[src/rtl/pio_in_debounce_irq_pkg.sv]
`default_nettype none
// ============================================================================
//  Module      : pio_pkg
//  Description : Shared constants and helpers for the debounced input PIO:
//                register word addresses and debounce counter sizing.
//  Revision    : 1.0 - initial release
// ============================================================================
package pio_pkg;

  // Register word addresses
  localparam logic [2:0] ADDR_DATA      = 3'd0;
  localparam logic [2:0] ADDR_RAW       = 3'd1;
  localparam logic [2:0] ADDR_IRQ_MASK  = 3'd2;
  localparam logic [2:0] ADDR_EDGE_CAP  = 3'd3;
  localparam logic [2:0] ADDR_RISE_EN   = 3'd4;
  localparam logic [2:0] ADDR_FALL_EN   = 3'd5;
  localparam logic [2:0] ADDR_LEVEL_SEL = 3'd6;
  localparam logic [2:0] ADDR_RESERVED  = 3'd7;

  // Counter width able to hold 0..cycles; never narrower than one bit.
  function automatic int cnt_width(input int cycles);
    if (cycles < 1) return 1;
    return $clog2(cycles + 1);
  endfunction

endpackage : pio_pkg
`default_nettype wire

[src/rtl/pio_in_debounce_irq_debounce_bit.sv]
`default_nettype none
// ============================================================================
//  Module      : pio_debounce_bit
//  Description : One input bit: synchroniser chain, counter debouncer,
//                previous-value register and qualified rise/fall pulses.
//  Revision    : 1.0 - initial release
// ============================================================================
module pio_debounce_bit
  import pio_pkg::*;
#(
  parameter int SYNC_STAGES     = 2,
  parameter int DEBOUNCE_CYCLES = 0
) (
  input  logic clk,
  input  logic reset_n,
  input  logic in_bit,
  input  logic rise_en,
  input  logic fall_en,
  output logic raw,
  output logic stable,
  output logic rise,
  output logic fall
);

  logic [SYNC_STAGES-1:0] r_sync;
  logic                   r_prev;

  // Shift the asynchronous input through the synchroniser chain
  always_ff @(posedge clk or negedge reset_n) begin
    if (!reset_n) r_sync <= '0;
    else          r_sync <= {r_sync[SYNC_STAGES-2:0], in_bit};
  end

  assign raw = r_sync[SYNC_STAGES-1];

  generate
    if (DEBOUNCE_CYCLES == 0) begin : g_bypass
      assign stable = raw;
    end else begin : g_counter
      localparam int             CW     = cnt_width(DEBOUNCE_CYCLES);
      localparam logic [CW-1:0] C_LAST = CW'(DEBOUNCE_CYCLES - 1);

      logic [CW-1:0] r_cnt;
      logic          r_stable;

      // Accept a new level only after it has differed for DEBOUNCE_CYCLES cycles
      always_ff @(posedge clk or negedge reset_n) begin
        if (!reset_n) begin
          r_cnt    <= '0;
          r_stable <= 1'b0;
        end else if (raw == r_stable) begin
          r_cnt    <= '0;
        end else if (r_cnt == C_LAST) begin
          r_stable <= raw;
          r_cnt    <= '0;
        end else begin
          r_cnt    <= r_cnt + 1'b1;
        end
      end

      assign stable = r_stable;
    end
  endgenerate

  // Remember last cycle's debounced level for edge detection
  always_ff @(posedge clk or negedge reset_n) begin
    if (!reset_n) r_prev <= 1'b0;
    else          r_prev <= stable;
  end

  assign rise = stable & ~r_prev & rise_en;
  assign fall = ~stable & r_prev & fall_en;

endmodule : pio_debounce_bit
`default_nettype wire

[src/rtl/pio_in_debounce_irq.sv]
`default_nettype none
// ============================================================================
//  Module      : pio_in_debounce_irq
//  Description : Avalon-MM input PIO with per-bit synchronisation,
//                debouncing and edge/level interrupt generation.
//  Revision    : 1.0 - initial release
// ============================================================================
module pio_in_debounce_irq
  import pio_pkg::*;
#(
  parameter int WIDTH           = 18,
  parameter int SYNC_STAGES     = 2,
  parameter int DEBOUNCE_CYCLES = 0
) (
  input  logic             clk,
  input  logic             reset_n,
  input  logic [2:0]       address,
  input  logic             chipselect,
  input  logic             write_n,
  input  logic [31:0]      writedata,
  output logic [31:0]      readdata,
  input  logic [WIDTH-1:0] in_port,
  output logic             irq
);

  logic [WIDTH-1:0] w_raw, w_stable, w_rise, w_fall;
  logic [WIDTH-1:0] r_irq_mask, r_edge_cap, r_rise_en, r_fall_en, r_level_sel;
  logic [WIDTH-1:0] w_wdata, w_clr, w_irq_src;
  logic [31:0]      w_rd;
  logic             w_wr;
  logic             w_unused_wdata;

  generate
    for (genvar i = 0; i < WIDTH; i++) begin : g_bit
      pio_debounce_bit #(
        .SYNC_STAGES    (SYNC_STAGES),
        .DEBOUNCE_CYCLES(DEBOUNCE_CYCLES)
      ) u_bit (
        .clk    (clk),
        .reset_n(reset_n),
        .in_bit (in_port[i]),
        .rise_en(r_rise_en[i]),
        .fall_en(r_fall_en[i]),
        .raw    (w_raw[i]),
        .stable (w_stable[i]),
        .rise   (w_rise[i]),
        .fall   (w_fall[i])
      );
    end
  endgenerate

  assign w_wr           = chipselect & ~write_n;
  assign w_wdata        = writedata[WIDTH-1:0];
  assign w_unused_wdata = ^writedata;
  assign w_clr          = (w_wr && address == ADDR_EDGE_CAP) ? w_wdata : '0;

  // Control register writes
  always_ff @(posedge clk or negedge reset_n) begin
    if (!reset_n) begin
      r_irq_mask  <= '0;
      r_rise_en   <= '0;
      r_fall_en   <= '1;
      r_level_sel <= '0;
    end else if (w_wr) begin
      if (address == ADDR_IRQ_MASK)  r_irq_mask  <= w_wdata;
      if (address == ADDR_RISE_EN)   r_rise_en   <= w_wdata;
      if (address == ADDR_FALL_EN)   r_fall_en   <= w_wdata;
      if (address == ADDR_LEVEL_SEL) r_level_sel <= w_wdata;
    end
  end

  // Edge capture: W1C clears, but a same-cycle event wins so none is lost
  always_ff @(posedge clk or negedge reset_n) begin
    if (!reset_n) r_edge_cap <= '0;
    else          r_edge_cap <= (r_edge_cap & ~w_clr) | w_rise | w_fall;
  end

  // Read mux; unused upper bits stay zero
  always_comb begin
    w_rd = '0;
    case (address)
      ADDR_DATA:      w_rd[WIDTH-1:0] = w_stable;
      ADDR_RAW:       w_rd[WIDTH-1:0] = w_raw;
      ADDR_IRQ_MASK:  w_rd[WIDTH-1:0] = r_irq_mask;
      ADDR_EDGE_CAP:  w_rd[WIDTH-1:0] = r_edge_cap;
      ADDR_RISE_EN:   w_rd[WIDTH-1:0] = r_rise_en;
      ADDR_FALL_EN:   w_rd[WIDTH-1:0] = r_fall_en;
      ADDR_LEVEL_SEL: w_rd[WIDTH-1:0] = r_level_sel;
      default:        w_rd = '0;
    endcase
  end

  // Register read data every cycle regardless of chipselect
  always_ff @(posedge clk or negedge reset_n) begin
    if (!reset_n) readdata <= '0;
    else          readdata <= w_rd;
  end

  assign w_irq_src = (r_edge_cap & ~r_level_sel) | (w_stable & r_level_sel);

  // Registered interrupt request
  always_ff @(posedge clk or negedge reset_n) begin
    if (!reset_n) irq <= 1'b0;
    else          irq <= |(w_irq_src & r_irq_mask);
  end

endmodule : pio_in_debounce_irq
`default_nettype wire

[config.mk]
export PLATFORM = sky130hd
export DESIGN_NAME = pio_in_debounce_irq
export DESIGN_NICKNAME = d
export VERILOG_FILES = /design/src/rtl/pio_in_debounce_irq_pkg.sv /design/src/rtl/pio_in_debounce_irq_debounce_bit.sv /design/src/rtl/pio_in_debounce_irq.sv
export SDC_FILE = /design/constraint.sdc
export NUM_CORES = 1
export LEC_CHECK = 0
export CAP_MARGIN = 10
export CORE_MARGIN = 1
export CORE_UTILIZATION = 40
export DETAILED_ROUTE_END_ITERATION = 7
export HOLD_SLACK_MARGIN = 0.08
export PLACE_DENSITY = 0.7
export SYNTH_ARGS = -nofsm -noshare
export SYNTH_HDL_FRONTEND = slang
export SYNTH_SLANG_ARGS = --single-unit
[constraint.sdc]
create_clock -name clk -period 2.05 [get_ports clk]
set_input_delay 0.41 -clock clk [delete_from_list [all_inputs] [get_ports clk]]
set_output_delay 0.41 -clock clk [all_outputs]
set_load 0.01 [all_outputs]
# == Yosys cells after proc, flatten, opt, wreduce, memory -nomap -nowiden ==
# Index checks and enable logic that the tools add are counted.
# word_totals
regBits,163
wordCells,178
# classes
n_eq_ne,6
mux,2
bitwise_logic,119
reduce_logical,8
# ops
op,n
one-hot mux 18 bit (6 select lines),1
bitwise AND 1 bit,73
bitwise AND 18 bit,4
bitwise OR 18 bit,3
inverter 1 bit,37
inverter 18 bit,2
two-way mux 18 bit,1
OR reduction 18 bit,1
"equality test 3 bit, second input constant",3
AND reduction 2 bit,4
"equality test 3 x 2 -> 1 bit, second input constant",2
"equality test 3 x 1 -> 1 bit, second input constant",1
logical NOT 3 bit,1
OR reduction 2 bit,1
logical AND 1 bit,1

# == Longest topological paths before layout ==
# logic_depth
word_depth,8
depth_mapped,6

# == Hierarchy ==
# A second synthesis with hierarchy kept.
# unflattened
hier_cells,525
hier_area_um2,7170.6
# by_module_without_submodules
mod,instances,cells_each,area_each_um2
pio_in_debounce_irq,1,417,5368.9
pio_debounce_bit,18,6,100.1

# == Least setup slack after synthesis ==
# Ideal clock, no wire load.
# synth_timing
path_kind,input to register
start,in chipselect
end,reg r_irq_mask[10]
arrival_time_ps,1520
required_ps,1925
path_slack_ps,405
path_stages,5
cell_sequence,nor2b_1 buf_2 nand2_4 buf_6 mux2_4
# synth_between
elab_chain_len,2
# synth_rtl
element,line_no,text
start: declaration,pio_in_debounce_irq.sv:18,"input logic chipselect,"
bitwise AND 1 bit,pio_in_debounce_irq.sv:52,assign w_wr = chipselect & ~write_n;
AND reduction 2 bit (no source line),-,
end signal: assignment,pio_in_debounce_irq.sv:65,if (address == ADDR_IRQ_MASK) r_irq_mask <= w_wdata;
end: declaration,pio_in_debounce_irq.sv:27,"logic [WIDTH-1:0] r_irq_mask, r_edge_cap, r_rise_en, r_fall_en, r_level_sel;"
# Every way passes these cells.
# A chain may end at the register's enable or synchronous reset.

# == Final worst setup path ==
# layout_timing
start,reg readdata[7]
end,out readdata[7]
# layout_rtl
element,line_no,text
start: declaration,pio_in_debounce_irq.sv:21,"output logic [31:0] readdata,"
start signal: assignment,pio_in_debounce_irq.sv:96,else readdata <= w_rd;
# No word-level cell between the ends.

==> summary.txt <==
Min path
  – WHS Path Cells: 0
  – Worst hold path type: flop to flop
  – Min-Delay Endpoint: g_bit[10].u_bit.r_sync[1]$_DFF_PN0_
  – Start point of the worst min-delay path: g_bit[10].u_bit.r_sync[0]$_DFF_PN0_

Routing
  – Routed length per instance: about 19 um
  – Number of optimization iterations in the first detailed-route pass: 6
  – Number of nets still failing antenna checks after routing: 0
  – DR vias: ~4,300
  – Number of violations reported at the end of detailed-routing iteration 0: about 250
  – Routed vias/inst: about 5.5
  – Overall routed net length: between 10,000 and 15,000 um
  – Post-route DRC: 0

Logic synthesis
  – #FFs+latches synth: about 160
  – Post-synth cell types: 29
  – Cell Area, Synth: ~0.0067 mm2
  – Number of warning messages in the yosys log: 0
  – Sequential area share after synthesis: 61.6%
  – Average cell area after synthesis: 14.1 um2
  – Cell count after synthesis: around 470

Layout
  – Relative area change from synthesis to final layout: 23.4%
  – Non-Filler Instances: between 700 and 800
  – Share of layout cells above drive strength 1: 29.0%
  – Count of inserted antenna diode cells: 0
  – Final net count: between 600 and 700
  – Utilization of the core after routing: between 50% and 60%

STA
  – Setup TNS: 0 ps
  – Fmax achieved: between 500 and 600 MHz
  – Final period demand of the worst path: about 1700 ps
  – Final Slew Violations: 0
  – Total count of hold-check failures in the final report: 0
  – Final count of negative-setup-slack endpoints: 0
  – Share of the cycle needed by the critical path after routing: between 80% and 90%
  – Unrepaired setup endpoints after global routing: no
  – Worst clock skew: between 9 and 10 ps

Floorplan
  – Die Outline Area: between 0.015 and 0.02 mm2
  – Starting density of the core: about two fifths
  – Row Count: 46
  – I/O pins: 90
  – Placeable core region: between 0.015 and 0.02 mm2
  – Width of the die: 131 um
  – Die Height: between 100 and 150 um

Setup path
  – End of the worst register-to-register path: irq$_DFF_PN0_
  – Data arrival time of the critical path: approximately 1300 ps
  – Capturing element type of the critical path: output port
  – R2R cell count: 4
  – Worst EP required: 1640 ps
  – Crit Path Class: flop to output port
  – Kind of cell adding the most delay to the critical path: buffers and inverters
  – Cells along the critical path: clkdlybuf4s50_1
  – Count of buffering cells on the critical path with inverters included: 1
  – Critical-path maximum fanout: 1
  – Slowest cell delay on critical path: 540 ps
  – Reg2Reg Setup Slack: between 400 and 500 ps
  – Reg-to-Reg Start: r_level_sel[10]$_DFFE_PN0P_
  – Crit path max-delay cell type: sky130_fd_sc_hd__clkdlybuf4s50_1
  – Crit path launch type: flop

Clock tree
  – Root buffer cell: sky130_fd_sc_hd__clkbuf_16
  – Clock-pin slew on the worst setup and hold paths: roughly 60 ps
  – CTS tree: yes
  – Number of sinks driven by the clock tree: around 160
  – Number of buffers inserted during clock tree synthesis: 17
  – Maximum level of the CTS H-tree: 4
  – Worst-case clock buffer depth: 2
  – Source-to-sink clock delay at the later pin of the worst-skew pair: 430 ps

GRT
  – First-pass GRT wire length: between 20,000 and 25,000 um
  – Grt total ovfl: 0
  – Largest net degree at the start of global routing: 49
  – Vias in the first global route: between 4,000 and 5,000
  – Initial antenna violation count: 0
  – GRT Resource Usage Total: between 10% and 20%

Power
  – Standby leakage power: 3.53 nW
  – Power per unit of standard cell area: approximately 1100 mW/mm2
  – Largest voltage drop on the vdd net: 670 uV
  – Tot Pwr: approximately 0.0086 W

Placed design
  – Detailed-placement wirelength estimate: about 9400 um
  – GP Congestion: 0.797
  – Dpl cells: about 750
  – Number of buffer cells added on primary ports: between 60 and 70

Outcome
  – Run status: finished clean

Flow run
  – Total of max-cap violations: 0
==> sequential cells by signal, summed over array words and instances (netlist names) <==
signal / flops
g_bit.u_bit.r_sync: 36
r_irq_mask: 18
irq: 1
g_bit.u_bit.r_prev: 18
r_fall_en: 18
r_rise_en: 18
readdata: 18
r_edge_cap: 18
r_level_sel: 18
==> stage by stage <==
step / worst slack [ps] / hold slack, ps / instance area [um2]
final: 304 / 345 / 8220
after global routing: 242 / 347 / 8220
after CTS: 301 / 347 / 8220
after detailed placement: -71.7 / 335 / 7600
after global placement: -30.6 / 332 / 7600
after floorplan: 405 / 114 / 6710
==> synth_stat cells <==
cell type | instances | share of area [%]
sky130_fd_sc_hd__a221oi_1 | 2 | 0.26
sky130_fd_sc_hd__dfrtp_1 | 145 | 54
sky130_fd_sc_hd__nand2_4 | 2 | 0.34
sky130_fd_sc_hd__mux2_4 | 30 | 6.8
sky130_fd_sc_hd__buf_6 | 8 | 1.4
sky130_fd_sc_hd__and2_1 | 1 | 0.094
sky130_fd_sc_hd__clkbuf_1 | 8 | 0.45
sky130_fd_sc_hd__nand3b_1 | 18 | 2.0
sky130_fd_sc_hd__nor3b_4 | 2 | 0.56
sky130_fd_sc_hd__a21o_1 | 1 | 0.11
sky130_fd_sc_hd__o21ai_0 | 1 | 0.075
sky130_fd_sc_hd__nand4_1 | 1 | 0.094
sky130_fd_sc_hd__buf_2 | 2 | 0.15
sky130_fd_sc_hd__and4_1 | 1 | 0.13
sky130_fd_sc_hd__nand3_1 | 36 | 2.7
sky130_fd_sc_hd__buf_4 | 14 | 1.6
sky130_fd_sc_hd__conb_1 | 1 | 0.056
sky130_fd_sc_hd__nor2b_1 | 1 | 0.094
sky130_fd_sc_hd__dfstp_2 | 18 | 7.1
sky130_fd_sc_hd__mux2_1 | 5 | 0.85
sky130_fd_sc_hd__a22oi_1 | 59 | 6.6
sky130_fd_sc_hd__nand2_1 | 35 | 2.0
sky130_fd_sc_hd__o211ai_1 | 17 | 1.9
sky130_fd_sc_hd__nor2_1 | 1 | 0.056
sky130_fd_sc_hd__mux2_2 | 55 | 9.3
sky130_fd_sc_hd__and3b_1 | 3 | 0.39
sky130_fd_sc_hd__buf_1 | 1 | 0.056
sky130_fd_sc_hd__a22o_1 | 2 | 0.26
sky130_fd_sc_hd__and2_4 | 1 | 0.13
==> report_power, final <==
group	internal [W]	total [W]	switching, W
logic	0.000744	0.00122	0.000474
registers	0.00377	0.00416	0.000393
clock network	0.00198	0.00325	0.00127
total	0.00650	0.00863	0.00214
==> routing by layer <==
metal  GRT usage (%)  vias up  share of wire [%]
li1                -     1884                  -
met1            24.0     2278                 43
met2            32.1      139                 51
met3            4.95       21                4.6
met4            7.64        0                1.6
met5               0        -                  0
==> how the worst max path moves through the flow <==
stage | cells after the start | end | start
final | 1 | readdata[7] | readdata[7]$_DFF_PN0_
after detailed placement | 5 | r_irq_mask[14]$_DFFE_PN0P_ | address[0]
after global routing | 1 | irq | irq$_DFF_PN0_
after floorplan | 5 | r_irq_mask[10]$_DFFE_PN0P_ | chipselect
after CTS | 1 | readdata[7] | readdata[7]$_DFF_PN0_
after global placement | 5 | r_irq_mask[15]$_DFFE_PN0P_ | address[0]
==> logic make-up after synthesis <==
logic type	share of synthesized area [%]
AOI/OAI and AO/OA	9.28
and+or+nand+nor	8.60
buffers and inverters	3.59
muxes	16.9
DFF	61.6
other	0.0563
==> placed cells by master (no fill, tap or decap), types with 2 or more instances in the layout <==
cell type / netlist / final
sky130_fd_sc_hd__dfrtp_1: 145 / 145
sky130_fd_sc_hd__clkdlybuf4s50_1: 0 / 60
sky130_fd_sc_hd__a22oi_1: 59 / 59
sky130_fd_sc_hd__mux2_2: 55 / 55
sky130_fd_sc_hd__nand3_1: 36 / 36
sky130_fd_sc_hd__nand2_1: 35 / 35
sky130_fd_sc_hd__mux2_4: 30 / 30
sky130_fd_sc_hd__buf_4: 14 / 19
sky130_fd_sc_hd__nand3b_1: 18 / 18
sky130_fd_sc_hd__dfstp_2: 18 / 18
sky130_fd_sc_hd__o211ai_1: 17 / 17
sky130_fd_sc_hd__clkbuf_16: 0 / 17
sky130_fd_sc_hd__conb_1: 1 / 14
sky130_fd_sc_hd__mux2_1: 5 / 5
sky130_fd_sc_hd__clkinvlp_4: 0 / 5
sky130_fd_sc_hd__buf_12: 0 / 5
sky130_fd_sc_hd__and3b_1: 3 / 3
sky130_fd_sc_hd__bufinv_16: 0 / 3
sky130_fd_sc_hd__nor3b_4: 2 / 2
sky130_fd_sc_hd__a22o_1: 2 / 2
sky130_fd_sc_hd__a221oi_1: 2 / 2
sky130_fd_sc_hd__nand2_4: 2 / 2
sky130_fd_sc_hd__clkbuf_8: 0 / 2
sky130_fd_sc_hd__clkinv_2: 0 / 2
==> what timing repair did <==
item | CTS | global route
hold buffers | 1 | 0
buffers inserted | 0 | 0
hold endpoints to repair | 37 | 0
resized for setup | 0 | 0
==> area by class of cell <==
cell class / count / area, um2
Fill cell: 1336 / 7840
Sequential cell: 163 / 4100
Multi-Input combinational cell: 288 / 2370
Timing Repair Buffer: 86 / 865
Clock buffer: 20 / 457
Tap cell: 216 / 270
Clock inverter: 12 / 155
Power figures use the tool's default switching activity.
